[config.mk]
export PLATFORM = sky130hd
export DESIGN_NAME = jtframe_dwnld_packer
export DESIGN_NICKNAME = d
export VERILOG_FILES = /design/src/rtl/jtframe_dwnld_pkg.sv /design/src/rtl/jtframe_dwnld_fifo.sv /design/src/rtl/jtframe_dwnld_packer.sv
export SDC_FILE = /design/constraint.sdc
export NUM_CORES = 1
export LEC_CHECK = 0
export ABC_AREA = 1
export BUFFER_PORTS_ARGS = -buffer_cell sky130_fd_sc_hd__buf_2
export CAP_MARGIN = 30
export CORE_MARGIN = 2
export CORE_UTILIZATION = 60
export DETAILED_ROUTE_END_ITERATION = 8
export PLACE_DENSITY = 0.84
export SLEW_MARGIN = 40
export SYNTH_ARGS = -nofsm -noshare
export SYNTH_HDL_FRONTEND = slang
export SYNTH_HIERARCHICAL = 1
export SYNTH_SLANG_ARGS = --single-unit
[constraint.sdc]
create_clock -name clk -period 6.4 [get_ports clk]
set_input_delay 1.6 -clock clk [delete_from_list [all_inputs] [get_ports clk]]
set_output_delay 1.6 -clock clk [all_outputs]
set_load 0.05 [all_outputs]
[src/rtl/jtframe_dwnld_pkg.sv]
// Shared types and constants for the download packer.
package jtframe_dwnld_pkg;

  localparam int ADDRW = 25;

  // One queued download byte: address relative to the end of the header.
  typedef struct packed {
    logic [ADDRW-1:0] addr;
    logic [7:0]       data;
  } dwnld_entry_t;

  // Active-low byte enables: bit0 = data[7:0], bit1 = data[15:8]
  localparam logic [1:0] MASK_NONE = 2'b11;
  localparam logic [1:0] MASK_LO   = 2'b10;
  localparam logic [1:0] MASK_HI   = 2'b01;
  localparam logic [1:0] MASK_BOTH = 2'b00;

  typedef enum logic { IDLE = 1'b0, ISSUE = 1'b1 } dwnld_state_t;

  // Even relative bytes go to the low lane unless the halves are swapped.
  function automatic logic [1:0] lane_mask(input logic odd, input logic swab);
    return (odd ^ swab) ? MASK_HI : MASK_LO;
  endfunction

endpackage

[src/rtl/jtframe_dwnld_fifo.sv]
// Small synchronous FIFO for download bytes. A pop and a push in the same
// cycle are always accepted, even when full, because the pop frees the slot
// first. pop2_i (only with pop_i) retires the head and the entry behind it.
module jtframe_dwnld_fifo
  import jtframe_dwnld_pkg::*;
#(
  parameter int AW = 3
) (
  input  logic         clk,
  input  logic         rst,
  input  logic         push_i,
  input  dwnld_entry_t din_i,
  input  logic         pop_i,
  input  logic         pop2_i,
  output logic         empty_o,
  output logic         full_o,
  output logic         has2_o,
  output logic         drop_o,
  output dwnld_entry_t head_o,
  output dwnld_entry_t next_o
);
  localparam int DEPTH = 1 << AW;
  localparam int CW    = AW + 1;

  dwnld_entry_t   mem_q [DEPTH];
  logic [AW-1:0]  wr_q, wr_d, rd_q, rd_d;
  logic [CW-1:0]  cnt_q, cnt_d, npop;
  logic           do_push;

  assign empty_o = (cnt_q == '0);
  assign full_o  = (cnt_q == CW'(DEPTH));
  assign has2_o  = (cnt_q >= CW'(2));
  assign head_o  = mem_q[rd_q];
  assign next_o  = mem_q[rd_q + AW'(1)];

  // Pointer and occupancy update; a push into a full FIFO is dropped
  // unless a pop happens in the same cycle.
  always_comb begin
    npop    = pop2_i ? CW'(2) : (pop_i ? CW'(1) : '0);
    do_push = push_i & (~full_o | pop_i);
    drop_o  = push_i & full_o & ~pop_i;
    wr_d    = wr_q + AW'(do_push);
    rd_d    = rd_q + npop[AW-1:0];
    cnt_d   = cnt_q + CW'(do_push) - npop;
  end

  // Storage has no reset: the pointers alone define what is valid.
  always_ff @(posedge clk) begin
    if (do_push) mem_q[wr_q] <= din_i;
  end

  // Pointer registers; reset flushes the FIFO.
  always_ff @(posedge clk or posedge rst) begin
    if (rst) begin
      wr_q  <= '0;
      rd_q  <= '0;
      cnt_q <= '0;
    end else begin
      wr_q  <= wr_d;
      rd_q  <= rd_d;
      cnt_q <= cnt_d;
    end
  end

endmodule

[src/rtl/jtframe_dwnld_packer.sv]
// Packs the ioctl download byte stream into SDRAM programming writes.
// Header bytes are discarded, the rest are queued and written one per
// request, each held on prog_we until prog_rdy.
// Optional build macro JTFRAME_DWNLD_MERGE_EN: an even byte whose odd
// partner is already queued behind it is written together as one word.
module jtframe_dwnld_packer
  import jtframe_dwnld_pkg::*;
#(
  parameter int SDRAMW = 22,
  parameter int HEADER = 0,
  parameter int FIFOAW = 3,
  parameter int SWAB   = 0
) (
  input  logic              clk,
  input  logic              rst,
  input  logic              downloading,
  input  logic [24:0]       ioctl_addr,
  input  logic [7:0]        ioctl_data,
  input  logic              ioctl_wr,
  output logic [SDRAMW-1:0] prog_addr,
  output logic [15:0]       prog_data,
  output logic [1:0]        prog_mask,
  output logic              prog_we,
  input  logic              prog_rdy,
  output logic              dwnld_busy,
  output logic              overflow
);
`ifdef JTFRAME_DWNLD_MERGE_EN
  localparam bit MERGE_EN = 1'b1;
`else
  localparam bit MERGE_EN = 1'b0;
`endif
  localparam bit SWAP = (SWAB != 0);

  dwnld_state_t      state_q, state_d;
  logic [SDRAMW-1:0] addr_q, addr_d;
  logic [15:0]       data_q, data_d;
  logic [1:0]        mask_q, mask_d;
  logic              we_q, we_d;
  logic              ovf_q, ovf_d;
  logic              dl_q;

  dwnld_entry_t      push_e, head, nxt;
  logic              push_req, load, merge;
  logic              f_empty, f_full, f_has2, f_drop;

  // Only post-header bytes seen while downloading are queued.
  assign push_req    = ioctl_wr & downloading & (ioctl_addr >= 25'(HEADER));
  assign push_e.addr = ioctl_addr - 25'(HEADER);
  assign push_e.data = ioctl_data;

  jtframe_dwnld_fifo #(.AW(FIFOAW)) u_fifo (
    .clk    (clk),
    .rst    (rst),
    .push_i (push_req),
    .din_i  (push_e),
    .pop_i  (load),
    .pop2_i (merge),
    .empty_o(f_empty),
    .full_o (f_full),
    .has2_o (f_has2),
    .drop_o (f_drop),
    .head_o (head),
    .next_o (nxt)
  );

  // Next state: load a new write when idle or when the current one is
  // acknowledged, so back-to-back writes leave no gap on prog_we.
  always_comb begin
    state_d = state_q;
    load    = 1'b0;
    case (state_q)
      IDLE:  if (!f_empty) begin
               load    = 1'b1;
               state_d = ISSUE;
             end
      ISSUE: if (prog_rdy) begin
               if (!f_empty) load = 1'b1;
               else          state_d = IDLE;
             end
      default: state_d = IDLE;
    endcase
    // Merge only with a partner that is already queued; never wait for it.
    merge = MERGE_EN & load & ~head.addr[0] & f_has2 &
            (nxt.addr == head.addr + 25'd1);
  end

  // Write request registers: loaded on pop, cleared after the last ack.
  always_comb begin
    addr_d = addr_q;
    data_d = data_q;
    mask_d = mask_q;
    we_d   = we_q;
    if (load) begin
      addr_d = SDRAMW'(head.addr >> 1);
      we_d   = 1'b1;
      if (merge) begin
        data_d = SWAP ? {head.data, nxt.data} : {nxt.data, head.data};
        mask_d = MASK_BOTH;
      end else begin
        data_d = {head.data, head.data};
        mask_d = lane_mask(head.addr[0], SWAP);
      end
    end else if (state_q == ISSUE && prog_rdy) begin
      we_d   = 1'b0;
      mask_d = MASK_NONE;
    end
  end

  // Sticky overflow, cleared at the start of each download; a drop in
  // the same cycle wins.
  always_comb begin
    ovf_d = ovf_q;
    if (downloading && !dl_q) ovf_d = 1'b0;
    if (f_drop)               ovf_d = 1'b1;
  end

  // State and output registers.
  always_ff @(posedge clk or posedge rst) begin
    if (rst) begin
      state_q <= IDLE;
      addr_q  <= '0;
      data_q  <= '0;
      mask_q  <= MASK_NONE;
      we_q    <= 1'b0;
      ovf_q   <= 1'b0;
      dl_q    <= 1'b0;
    end else begin
      state_q <= state_d;
      addr_q  <= addr_d;
      data_q  <= data_d;
      mask_q  <= mask_d;
      we_q    <= we_d;
      ovf_q   <= ovf_d;
      dl_q    <= downloading;
    end
  end

  assign prog_addr  = addr_q;
  assign prog_data  = data_q;
  assign prog_mask  = mask_q;
  assign prog_we    = we_q;
  assign overflow   = ovf_q;
  assign dwnld_busy = downloading | ~f_empty | we_q;

endmodule

-- Yosys cells after proc, flatten, opt, wreduce, memory -nomap -nowiden
Memories as Yosys holds them, arrays and structs flattened.
Index checks and enable logic that the tools add are counted.
- order comparisons: 1
- muxes and demuxes: 15
- shift operators: 0
- div/mod/pow operators: 0
- reductions and logical operators: 6
- $mul: 0
- bitwise logic cells: 12
- equal/unequal tests: 1
- $add $sub $neg: 4
- operators by type and width (cell ; number):
    25-bit by 1-bit >= comparator with 1-bit output (second input constant) ; 1
    1-bit two-way mux ; 10
    2-bit two-way mux ; 3
    1-bit AND ; 5
    4-bit by 1-bit adder with 4-bit output ; 1
    4-bit equality test (second input constant) ; 1
    4-bit logical NOT ; 1
    1-bit NOT ; 4
    1-bit case mux with 2 select lines ; 2
    2-bit nonzero test ; 2
    4-bit subtractor ; 1
    3-bit by 1-bit adder with 3-bit output ; 1
    3-bit adder ; 1
    1-bit bitwise OR ; 3
    1-bit logical AND ; 2
    1-bit logical NOT ; 1
- output and inout port bits: 43
- memory bits (read-only): 0
- register bits: 54
- logic and storage cells: 50
- input bits: 38
- memory bits (writable): 264
- latch bits: 0
- memories: 1
- memories (memory ; words ; bits a word ; read ports ; clocked after Yosys merged registers in ; write ports ; RTL line ; source):
    u_fifo.mem_q ; 8 ; 33 ; 1 ; 0 ; 1 ; jtframe_dwnld_fifo.sv:25 ; dwnld_entry_t mem_q [DEPTH];

-- Logic depth before layout (Yosys ltp)
- depth after elaboration: 8
- depth in mapped cells: 16
- gate-level depth less buffers: 15

-- Hierarchy
Netlist, hierarchy kept.
- modules (own cells, without submodules) (module ; area an instance (um2) ; times used ; cells each ; sequential area each (um2)):
    jtframe_dwnld_fifo ; 14646.5 ; 1 ; 1827 ; 8177.8
    jtframe_dwnld_packer ; 1544.0 ; 1 ; 175 ; 903.4

-- Worst setup path before layout
No wires, ideal clock.
- path type: input port to flip-flop
- start point: input port prog_rdy
- end point: memory u_fifo/mem_q[0][0] (netlist bit), enable pin
- path slack: 2360 ps
- setup time: 423 ps
- data required time: 5977 ps
- stages: 9
- buffers on the path: 1
- data arrival time: 3617 ps
- cells stage by stage: inv_1 > nand2_4 > nand2_4 > buf_6 > inv_1 > inv_1 > nand2_1 > nand2_2 > nor2_1
- longest elaborated chain between the ends: 6
- ends and longest elaborated chain (element ; RTL line ; source):
    from (decl) ; jtframe_dwnld_packer.sv:24 ; input logic prog_rdy,
    1-bit two-way mux ; jtframe_dwnld_packer.sv:77 ; ISSUE: if (prog_rdy) begin
    1-bit case mux with 2 select lines ; jtframe_dwnld_packer.sv:72 ; case (state_q)
    named net load ; jtframe_dwnld_packer.sv:44 ; logic push_req, load, merge;
    1-bit bitwise OR ; jtframe_dwnld_fifo.sv:40 ; do_push = push_i & (~full_o | pop_i);
    1-bit AND ; jtframe_dwnld_fifo.sv:40 ;
    1-bit two-way mux ; jtframe_dwnld_fifo.sv:49 ; if (do_push) mem_q[wr_q] <= din_i;
    1-bit two-way mux (not written as such) ; jtframe_dwnld_fifo.sv:49 ;
    to (decl) ; jtframe_dwnld_fifo.sv:25 ;
The timed path passes the listed nets, and every way through them passes these cells.

-- Worst setup path after layout
- start point: input port prog_rdy
- end point: register u_fifo.cnt_q[2]
- longest elaborated chain between the ends: 6
- elaborated cells on any way between the ends: 7
- classes of those cells: 2 x add/sub; 3 x mux; 2 x bitwise
- ends and longest elaborated chain (element ; RTL line ; source):
    1-bit two-way mux (*) ; jtframe_dwnld_packer.sv:77 ;
    1-bit case mux with 2 select lines (*) ; jtframe_dwnld_packer.sv:72 ;
    named net load ; jtframe_dwnld_packer.sv:44 ;
    1-bit bitwise OR ; jtframe_dwnld_fifo.sv:40 ;
    1-bit AND ; jtframe_dwnld_fifo.sv:40 ;
    4-bit by 1-bit adder with 4-bit output ; jtframe_dwnld_fifo.sv:44 ; cnt_d = cnt_q + CW'(do_push) - npop;
    4-bit subtractor (*) ; jtframe_dwnld_fifo.sv:44 ;
    named net u_fifo.cnt_d[2] ; jtframe_dwnld_fifo.sv:27 ; logic [CW-1:0] cnt_q, cnt_d, npop;
    to (signal assigned) ; jtframe_dwnld_fifo.sv:61 ; cnt_q <= cnt_d;
    to (decl) ; jtframe_dwnld_fifo.sv:27 ;
Mark *: on every way through the listed nets, which the timed path passes. The rest lies on a longest branch.
A chain may end at the register's enable or synchronous reset.

==> run metrics <==
status=completed; GR Overflow Total=0; CTS tree=built; reg2reg end=u_fifo/cnt_q[2]; Placed Area=13800 um2; antenna-violating nets left=0; worst r2r path cells=15; Pwr Total=6.68 mW; Max Root-Sink Buffers=3; gpl congestion=0.740; routed via count=8981; post-CTS sizing=0; Vias/cell=5.33; cell family with most CP delay=simple AND/OR/NAND/NOR gates; routed len/inst=16.9 um; first-pass GRT wire length=45.7 mm; Die Ht=151 um; clk root buf=clkbuf_16; worst slack, placed=1.94 ns; clock slew at reported path FFs=0.06 ns; hold depth=2; clock sink count=294; post-synthesis cell area=13000 um2; flop-to-flop setup slack=2.85 ns; largest net degree at the start of global routing=71; fmax=255 MHz; final core utilization=69.9%; Rel. slew slack=44.4%; Critical-path top delay cell=fa_1; area grow syn2layout=13.9%; CTS H-Tree Depth=1; initial antenna violation count=2; commonest non-fill, non-tap cell in the layout=nand2_1; CP Capture Type=flop; vias in the first global route=9013; CP Launch Type=input port; Hold Crit Start=prog_addr[16]; CTS Buf Count=29; Req. time, crit path=6.82 ns; Reg2Reg Launch Point=u_fifo/cnt_q[2]; crit-path cells=buf_2 -> inv_1 -> nand2_4 -> nand2_4 -> inv_1 -> inv_1 -> nand2_1 -> nand2_2 -> ha_1 -> inv_1 -> ha_1 -> fa_1 -> xor2_1; Worst Hold End=prog_addr[16]; fin crit period=3.92 ns; Final WS setup=2.48 ns; Detailed Route WL=28.4 mm; final setup vio count=0; warnings from Yosys=6; post-CTS setup buffer count=0; Peak VDD IR=0.241 mV; DRC=0; commonest cells after routing, fill and taps aside=477 x nand2_1, 275 x inv_1, 248 x edfxtp_1; RSZ-0062 raised after global routing=no; setup TNS=0 ns; drt first-iter violations=731; NumNets Final=1439; worst slew pin tran=0.834 ns; CP Class=input port to flop; die area=22800 um2; Final Hold Vio Count=0; Lkg Pwr=7.07 nW; all-layer global routing usage=26.2%; Clock Latency Late Sink=0.54 ns; Post-Syn Instances=1329; crit path DAT=4.34 ns; CP max FO=34; pwr/cell area=452 nW/um2; dpl hpwl=17.2 mm; Slew Viols, Final=0; worst min-delay path class=flop to flop; I/O Buffers=78; fin cells=1686; first drt pass iteration count=5; layout cells sized above 1=11.9%; Initial Util=61.4%; clock skew=0.00918 ns; Core Region=21200 um2; Max Cap Viol=0; Filler cells=1426; worst hold margin=0.469 ns; DP Cell Count=1632; Core Rows=53; die width=151 um; cell mode on critical path=inv_1; slowest stage delay, CP=0.43 ns; Synth Area per Inst=9.78 um2; Ports=81; CP Buf/Inv Count=5; # hold bufs at CTS=0; Final period util=61.2%; Finished Cell Area=14800 um2
-- state kept, by name (all words and copies together), names as in the netlist --
signal,cells
dl_q,1
overflow,1
prog_addr,22
prog_data,8
prog_mask,2
prog_we,1
state_q,1
u_fifo/cnt_q,4
u_fifo/mem_q,248
u_fifo/rd_q,3
u_fifo/wr_q,3
-- worst register-to-register path: stages (launching register included) --
cell	delay [ns]
dfrtp_1	0.32
inv_1	0.08
ha_1	0.20
nor3b_1	0.15
inv_2	0.05
buf_4	0.43
nand2_4	0.38
inv_1	0.15
inv_1	0.06
nand2_1	0.09
nand2_2	0.27
ha_1	0.40
inv_1	0.04
ha_1	0.20
fa_1	0.43
xor2_1	0.17
-- layer usage --
metal / GRT usage, % / wire length (um)
met1: 33.5 / 10700
met2: 45.8 / 14400
met3: 3.83 / 2540
met4: 9.72 / 814
met5: 0 / 13
-- worst max path at each step --
stage,start,end,slack (ns),cells past startpoint
after global placement,prog_rdy,u_fifo/mem_q[2][9],1.89,10
final,prog_rdy,u_fifo/cnt_q[2],2.48,13
after global routing,prog_rdy,u_fifo/cnt_q[2],2.30,13
after detailed placement,prog_rdy,u_fifo/cnt_q[2],1.94,13
after floorplan,prog_rdy,u_fifo/mem_q[0][0],2.45,9
after CTS,prog_rdy,u_fifo/cnt_q[2],2.49,13
-- power by group --
part	internal, mW	leakage [nW]	switching (mW)	total, mW
Combinational	0.671	3.79	1.76	2.43
Sequential	2.35	2.79	0.162	2.51
Clock	1.05	0.490	0.687	1.73
-- cell type report --
type	instances	area [um2]	share of cell area, %
diodes	1	2.50	0.0169
multi-input cells	680	3000	20.2
clock inverters	14	168	1.13
well taps	275	344	2.33
inverters	279	1050	7.09
clock buffers	39	813	5.50
flip-flops and latches	294	8610	58.2
repair buffers	104	816	5.51
Note: power is estimated with default switching activity, not from simulation.
